[src/rtl/video_timing_if.sv]
// Pixel-side bundle for the raster generator.
//   master (video_timing): drives xp/yp/writable, VGA pins and frame events;
//                          samples fg/bg colours for the current xp/yp.
//   slave  (stages/board): the reverse view.
interface video_timing_if;
  logic [7:0] xp;
  logic [7:0] yp;
  logic       writable;
  logic [1:0] fg_r;
  logic [1:0] fg_g;
  logic [1:0] fg_b;
  logic       fg_valid;
  logic [1:0] bg_r;
  logic [1:0] bg_g;
  logic [1:0] bg_b;
  logic [1:0] vga_r;
  logic [1:0] vga_g;
  logic [1:0] vga_b;
  logic       vga_hsync;
  logic       vga_vsync;
  logic       frame_start;
  logic [7:0] frame_count;

  modport master (
    output xp, yp, writable,
    output vga_r, vga_g, vga_b, vga_hsync, vga_vsync,
    output frame_start, frame_count,
    input  fg_r, fg_g, fg_b, fg_valid,
    input  bg_r, bg_g, bg_b
  );

  modport slave (
    input  xp, yp, writable,
    input  vga_r, vga_g, vga_b, vga_hsync, vga_vsync,
    input  frame_start, frame_count,
    output fg_r, fg_g, fg_b, fg_valid,
    output bg_r, bg_g, bg_b
  );
endinterface

[src/rtl/video_timing.sv]
// Free-running 640x480@60 raster generator at half pixel rate (one clk = two
// VGA pixels). Drives game coordinates xp/yp and the VRAM writable window,
// composites foreground over background into registered VGA colour/syncs,
// and reports a per-frame pulse plus a wrapping frame counter.
// Ports:
//   clk  - pixel clock (12.5875 MHz)
//   rst  - asynchronous, active-low reset
//   vt   - video_timing_if.master (coordinates, colours, VGA pins, frame events)
module video_timing #(
  parameter int unsigned H_VISIBLE = 320,
  parameter int unsigned H_FRONT   = 8,
  parameter int unsigned H_SYNC    = 48,
  parameter int unsigned H_BACK    = 24,
  parameter int unsigned V_VISIBLE = 480,
  parameter int unsigned V_FRONT   = 10,
  parameter int unsigned V_SYNC    = 2,
  parameter int unsigned V_BACK    = 33,
  parameter int unsigned H_BORDER  = 32
) (
  input logic            clk,
  input logic            rst,
  video_timing_if.master vt
);

  localparam int unsigned H_TOTAL   = H_VISIBLE + H_FRONT + H_SYNC + H_BACK;
  localparam int unsigned V_TOTAL   = V_VISIBLE + V_FRONT + V_SYNC + V_BACK;
  localparam logic [8:0]  H_LAST    = 9'(H_TOTAL - 1);
  localparam logic [9:0]  V_LAST    = 10'(V_TOTAL - 1);
  localparam logic [8:0]  HS_START  = 9'(H_VISIBLE + H_FRONT);
  localparam logic [8:0]  HS_END    = 9'(H_VISIBLE + H_FRONT + H_SYNC);
  localparam logic [9:0]  VS_START  = 10'(V_VISIBLE + V_FRONT);
  localparam logic [9:0]  VS_END    = 10'(V_VISIBLE + V_FRONT + V_SYNC);
  localparam logic [8:0]  GAME_LO   = 9'(H_BORDER);
  localparam logic [8:0]  GAME_HI   = 9'(H_BORDER + 256);
  localparam logic [8:0]  H_VIS     = 9'(H_VISIBLE);
  localparam logic [9:0]  V_VIS     = 10'(V_VISIBLE);
  localparam logic [7:0]  XP_RESET  = 8'(9'd0 - GAME_LO);

  logic [8:0] hc_q, hc_d;
  logic [9:0] vc_q, vc_d;
  logic [7:0] xp_q, xp_d;
  logic [7:0] yp_q, yp_d;
  logic       writable_q, writable_d;
  logic [5:0] rgb_q, rgb_d;
  logic       hsync_q, hsync_d;
  logic       vsync_q, vsync_d;
  logic       frame_start_q, frame_start_d;
  logic [7:0] frame_count_q, frame_count_d;
  logic       active_c, game_c, hs_c, vs_c;

  // Raster counters and frame events; xp/yp/writable are registered from the
  // next counter values so they always equal the decode of hc_q/vc_q.
  always_comb begin
    hc_d          = hc_q + 9'd1;
    vc_d          = vc_q;
    frame_start_d = 1'b0;
    frame_count_d = frame_count_q;
    if (hc_q == H_LAST) begin
      hc_d = '0;
      if (vc_q == V_LAST) begin
        vc_d          = '0;
        frame_start_d = 1'b1;
        frame_count_d = frame_count_q + 8'd1;
      end else begin
        vc_d = vc_q + 10'd1;
      end
    end
    xp_d       = 8'(hc_d - GAME_LO);
    yp_d       = vc_d[8:1];
    writable_d = (vc_d >= V_VIS);
  end

  // Region decodes for the current counter state.
  always_comb begin
    active_c = (hc_q < H_VIS) && (vc_q < V_VIS);
    game_c   = active_c && (hc_q >= GAME_LO) && (hc_q < GAME_HI);
    hs_c     = (hc_q >= HS_START) && (hc_q < HS_END);
    vs_c     = (vc_q >= VS_START) && (vc_q < VS_END);
  end

  // Compositor: borders and blanking are black, opaque foreground wins.
  always_comb begin
    rgb_d   = '0;
    hsync_d = !hs_c;
    vsync_d = !vs_c;
    if (game_c) begin
      if (vt.fg_valid) rgb_d = {vt.fg_r, vt.fg_g, vt.fg_b};
      else             rgb_d = {vt.bg_r, vt.bg_g, vt.bg_b};
    end
  end

  always_ff @(posedge clk or negedge rst) begin
    if (!rst) begin
      hc_q          <= '0;
      vc_q          <= '0;
      xp_q          <= XP_RESET;
      yp_q          <= '0;
      writable_q    <= 1'b0;
      rgb_q         <= '0;
      hsync_q       <= 1'b1;
      vsync_q       <= 1'b1;
      frame_start_q <= 1'b0;
      frame_count_q <= '0;
    end else begin
      hc_q          <= hc_d;
      vc_q          <= vc_d;
      xp_q          <= xp_d;
      yp_q          <= yp_d;
      writable_q    <= writable_d;
      rgb_q         <= rgb_d;
      hsync_q       <= hsync_d;
      vsync_q       <= vsync_d;
      frame_start_q <= frame_start_d;
      frame_count_q <= frame_count_d;
    end
  end

  assign vt.xp          = xp_q;
  assign vt.yp          = yp_q;
  assign vt.writable    = writable_q;
  assign vt.vga_r       = rgb_q[5:4];
  assign vt.vga_g       = rgb_q[3:2];
  assign vt.vga_b       = rgb_q[1:0];
  assign vt.vga_hsync   = hsync_q;
  assign vt.vga_vsync   = vsync_q;
  assign vt.frame_start = frame_start_q;
  assign vt.frame_count = frame_count_q;

endmodule

[src/flat_wrapper.sv]
// flat-port wrapper written by rule: the top's interface ports become plain ports
module video_timing_flat 
#(
  parameter int unsigned H_VISIBLE = 320,
  parameter int unsigned H_FRONT   = 8,
  parameter int unsigned H_SYNC    = 48,
  parameter int unsigned H_BACK    = 24,
  parameter int unsigned V_VISIBLE = 480,
  parameter int unsigned V_FRONT   = 10,
  parameter int unsigned V_SYNC    = 2,
  parameter int unsigned V_BACK    = 33,
  parameter int unsigned H_BORDER  = 32
)
  (clk, rst, vt_xp, vt_yp, vt_writable, vt_vga_r, vt_vga_g, vt_vga_b, vt_vga_hsync, vt_vga_vsync, vt_frame_start, vt_frame_count, vt_fg_r, vt_fg_g, vt_fg_b, vt_fg_valid, vt_bg_r, vt_bg_g, vt_bg_b);
  video_timing_if vt_i ();
  input logic clk;
  input logic rst;
  output wire logic [$bits(vt_i.xp)-1:0] vt_xp;
  output wire logic [$bits(vt_i.yp)-1:0] vt_yp;
  output wire logic [$bits(vt_i.writable)-1:0] vt_writable;
  output wire logic [$bits(vt_i.vga_r)-1:0] vt_vga_r;
  output wire logic [$bits(vt_i.vga_g)-1:0] vt_vga_g;
  output wire logic [$bits(vt_i.vga_b)-1:0] vt_vga_b;
  output wire logic [$bits(vt_i.vga_hsync)-1:0] vt_vga_hsync;
  output wire logic [$bits(vt_i.vga_vsync)-1:0] vt_vga_vsync;
  output wire logic [$bits(vt_i.frame_start)-1:0] vt_frame_start;
  output wire logic [$bits(vt_i.frame_count)-1:0] vt_frame_count;
  input wire logic [$bits(vt_i.fg_r)-1:0] vt_fg_r;
  input wire logic [$bits(vt_i.fg_g)-1:0] vt_fg_g;
  input wire logic [$bits(vt_i.fg_b)-1:0] vt_fg_b;
  input wire logic [$bits(vt_i.fg_valid)-1:0] vt_fg_valid;
  input wire logic [$bits(vt_i.bg_r)-1:0] vt_bg_r;
  input wire logic [$bits(vt_i.bg_g)-1:0] vt_bg_g;
  input wire logic [$bits(vt_i.bg_b)-1:0] vt_bg_b;
  assign vt_xp = vt_i.xp;
  assign vt_yp = vt_i.yp;
  assign vt_writable = vt_i.writable;
  assign vt_vga_r = vt_i.vga_r;
  assign vt_vga_g = vt_i.vga_g;
  assign vt_vga_b = vt_i.vga_b;
  assign vt_vga_hsync = vt_i.vga_hsync;
  assign vt_vga_vsync = vt_i.vga_vsync;
  assign vt_frame_start = vt_i.frame_start;
  assign vt_frame_count = vt_i.frame_count;
  assign vt_i.fg_r = vt_fg_r;
  assign vt_i.fg_g = vt_fg_g;
  assign vt_i.fg_b = vt_fg_b;
  assign vt_i.fg_valid = vt_fg_valid;
  assign vt_i.bg_r = vt_bg_r;
  assign vt_i.bg_g = vt_bg_g;
  assign vt_i.bg_b = vt_bg_b;
  video_timing #(.H_VISIBLE(H_VISIBLE), .H_FRONT(H_FRONT), .H_SYNC(H_SYNC), .H_BACK(H_BACK), .V_VISIBLE(V_VISIBLE), .V_FRONT(V_FRONT), .V_SYNC(V_SYNC), .V_BACK(V_BACK), .H_BORDER(H_BORDER)) u_core (.clk(clk), .rst(rst), .vt(vt_i));
endmodule
[config.mk]
export PLATFORM = sky130hd
export DESIGN_NAME = video_timing_flat
export DESIGN_NICKNAME = d
export VERILOG_FILES = /design/src/rtl/video_timing_if.sv /design/src/rtl/video_timing.sv /design/src/flat_wrapper.sv
export SDC_FILE = /design/constraint.sdc
export NUM_CORES = 1
export LEC_CHECK = 0
export BUFFER_PORTS_ARGS = -buffer_cell sky130_fd_sc_hd__buf_2
export CAP_MARGIN = 20
export CORE_UTILIZATION = 40
export DETAILED_ROUTE_END_ITERATION = 6
export HOLD_SLACK_MARGIN = 0.05
export PLACE_DENSITY = 0.72
export SLEW_MARGIN = 30
export SYNTH_ARGS = -nofsm -noshare
export SYNTH_HDL_FRONTEND = slang
export SYNTH_SLANG_ARGS = --single-unit
[constraint.sdc]
create_clock -name clk -period 2.5 [get_ports clk]
set_input_delay 0.25 -clock clk [delete_from_list [all_inputs] [get_ports clk]]
set_output_delay 0.25 -clock clk [all_outputs]
set_load 0.02 [all_outputs]
==> flow_summary.json <==
{
  "status": "finished clean",
  "hold_viol": 0,
  "reg2reg_depth": 5,
  "fin_crit_ps": 1982,
  "die_area_mm2": 0.005279,
  "antenna_found_initial": 0,
  "drcViolationCount": 0,
  "required_ps": 2680,
  "async_flop_share_pct": 100.0,
  "whs_path_depth": 3,
  "vias_per_cell": 4.877,
  "core_mm2": 0.004755,
  "cts_tree": "yes",
  "synth_xor_xnor_area_share_pct": 8.772,
  "fp.dieW_um": 72.66,
  "timing.setup.tns_ps": 0,
  "htreeDepth": 2,
  "timing.rr.start": "u_core.hc_q[0]",
  "setup_viol": 0,
  "leakagePower_uw": 0.001210,
  "synthesis.nets": 202,
  "critPathKind": "reg -> reg",
  "synth_top_family_by_area": "simple AND/OR/NAND/NOR gates",
  "synth_seq_cells": 40,
  "syn_to_final_growth_pct": 14.41,
  "clock_path_buffers": 2,
  "rsz0062_at_grt": "false",
  "grt_max_degree": 41,
  "synthCells": 181,
  "cts-root-buf": "clkbuf_8",
  "synthDistinctLibCells": 42,
  "min-delay-start": "vt_bg_r[0]",
  "cts_setup_buffers": 0,
  "num_rows": 25,
  "max_freq_ghz": 0.5045,
  "cts.sinks": 40,
  "startpoint_type": "flop",
  "yosysWarnings": 0,
  "nets": 237,
  "yosysMostFrequentCell": "dfrtp_1",
  "multi_input_area_um2": 799.5,
  "ir_drop_mv": 0.2184,
  "p_int_uw": 970.1,
  "synth_compound_area_share_pct": 3.634,
  "num_vias": 1385,
  "clk_latency_ps": 290,
  "ctsResizeCount": 0,
  "critPathMaxFanout": 13,
  "ys_top_cells_by_area": "dfrtp_1 (44%), dfstp_2 (6.6%), buf_4 (5.6%)",
  "p_switching_uw": 250.6,
  "skew_ps": 5.242,
  "fillers": 464,
  "place_congestion": 0.7658,
  "r2r_end": "u_core.vt.frame_count[1]",
  "worstPathArrival_ps": 2160,
  "final_cells": 284,
  "cts_made_buffers": 5,
  "hold_class": "in -> reg",
  "synthTopCellsByCount": "dfrtp_1 (35), buf_4 (15), nor2_1 (15)",
  "port_buffers": 48,
  "worst_slew_pin_slew_ps": 490.7,
  "synthSimpleGateAreaFrac_pct": 20.30,
  "powerDensity_mw_per_mm2": 534.3,
  "power_frac_comb_pct": 4.2,
  "end_kind": "flop",
  "hold_end": "u_core.rgb_q[4]",
  "grt_pass1_vias": 1277,
  "relSlewSlack_pct": 67.29,
  "synth_area_mm2": 0.001997,
  "clk_pin_slew_ps": 70,
  "grt_overflow_total": 0,
  "dp_hpwl_um": 2385,
  "final.period_utilization_pct": 79.28,
  "insertedDiodeCount": 0,
  "drt-pass1-iter-count": 4,
  "drive_gt1_share_pct": 33.64,
  "die_h_um": 72.66,
  "synth_top_cell_area_share_pct": 43.86,
  "grt_pass1_wl_um": 5706,
  "wire_per_inst_um": 11.74,
  "drt_wl_total_um": 3333,
  "yosysSeqAreaShare_pct": 50.44,
  "synth_fa_ha_area_share_pct": 3.759,
  "drtIter0Drc": 83,
  "slew_violations": 0,
  "postCtsHoldBufs": 0,
  "grt_use_total_pct": 14.25,
  "postSynthAreaPerCell_um2": 11.03,
  "ant_nets": 0,
  "synth_flop_cell": "dfrtp_1",
  "rrSetupSlack_ps": 520,
  "muxShareOfSynthArea_pct": 3.571,
  "dp.cells": 275,
  "swShare_pct": 20.53,
  "power_frac_seq_pct": 53.7,
  "synth_largest_area_cell": "dfrtp_1",
  "io_pins": 49,
  "cap_violations": 0,
  "start_util_pct": 42.00,
  "seq_area_mm2": 0.001007,
  "synth_edf_count": 0,
  "pwr-share-clk_pct": 42.0
}
-- stage by stage --
step / worst slack [ps] / hold slack (ps) / power [uW] / area, um^2 / util (%)
floorplan: 700.0 / -45.59 / 689.2 / 1997 / -
global route: 395.5 / 189.5 / 1271 / 2285 / 48.05
finish: 518.0 / 198.3 / 1221 / 2285 / 48.05
CTS: 508.3 / 99.26 / 1237 / 2272 / 47.79
global placement: 583.5 / 422.6 / 719.8 / 2165 / 45.53
detailed placement: 521.0 / 413.5 / 720.3 / 2165 / 45.53
-- cell type report --
cell class,instances,share of cell area (%)
flip-flops and latches,40,44.09
multi-input cells,111,34.99
repair buffers,49,11.06
well taps,67,3.669
clock buffers,6,3.176
clock inverters,2,1.533
inverters,9,1.479
-- power by group through the flow --
stage | Clock (uW) | Sequential [uW] | Combinational [uW]
global placement | 0 | 668 | 51.5
detailed placement | 0 | 668 | 51.8
floorplan | 0 | 679 | 10.5
finish | 513 | 656 | 51.8
global route | 556 | 657 | 58.1
CTS | 529 | 656 | 51.9
-- worst max path at each step --
| stage | to | start | slack, ps |
|---|---|---|---|
| after floorplan | u_core.vt.frame_count[1] | u_core.hc_q[0] | 700 |
| after global placement | u_core.vt.frame_count[1] | u_core.hc_q[0] | 580 |
| after detailed placement | u_core.vt.frame_count[1] | u_core.hc_q[0] | 520 |
| after CTS | u_core.vt.frame_count[1] | u_core.hc_q[0] | 510 |
| after global routing | u_core.vt.frame_count[7] | u_core.hc_q[0] | 400 |
| final | u_core.vt.frame_count[1] | u_core.hc_q[0] | 520 |
-- registers in the layout, summed over array words and instances (netlist names) --
signal,count
u_core.vt.xp,3
u_core.vc_q,10
u_core.vt.frame_start,1
u_core.vt.writable,1
u_core.vt.frame_count,8
u_core.hc_q,9
u_core.vt.vga_vsync,1
u_core.rgb_q,6
u_core.vt.vga_hsync,1
-- placed cells by master, fill, tap and decap left out, drive strengths merged, types with 6 or more instances in the layout --
master,instances
inv,9
nand3,7
clkbuf,6
dfrtp,35
xor2,11
mux2i,6
nand4,8
nand2,11
nor2,15
ha,6
nor3,9
buf,48
xnor2,9
-- critical path, stage by stage, from the launching register on --
cell	delay (ps)
dfrtp_1	420
ha_1	260
and4_4	270
and4b_4	330
and2_4	240
mux2_2	340
-- kinds of logic after synthesis --
kind of cell,after synthesis
simple gates,67
flops,40
buf+inv,30
xor+xnor,20
compound gates,11
mux,7
fa+ha+maj,6
-- metal layers --
metal	up-vias	global-route usage [%]	part of all wire (%)	routed length, um
met5	-	0	0	0
met4	0	7.190	1.9	63
met3	5	4.282	5.2	173
met2	41	22.22	46	1524
met1	666	17.99	47	1571
li1	673	-	-	-
Power figures use the tool's default switching activity.
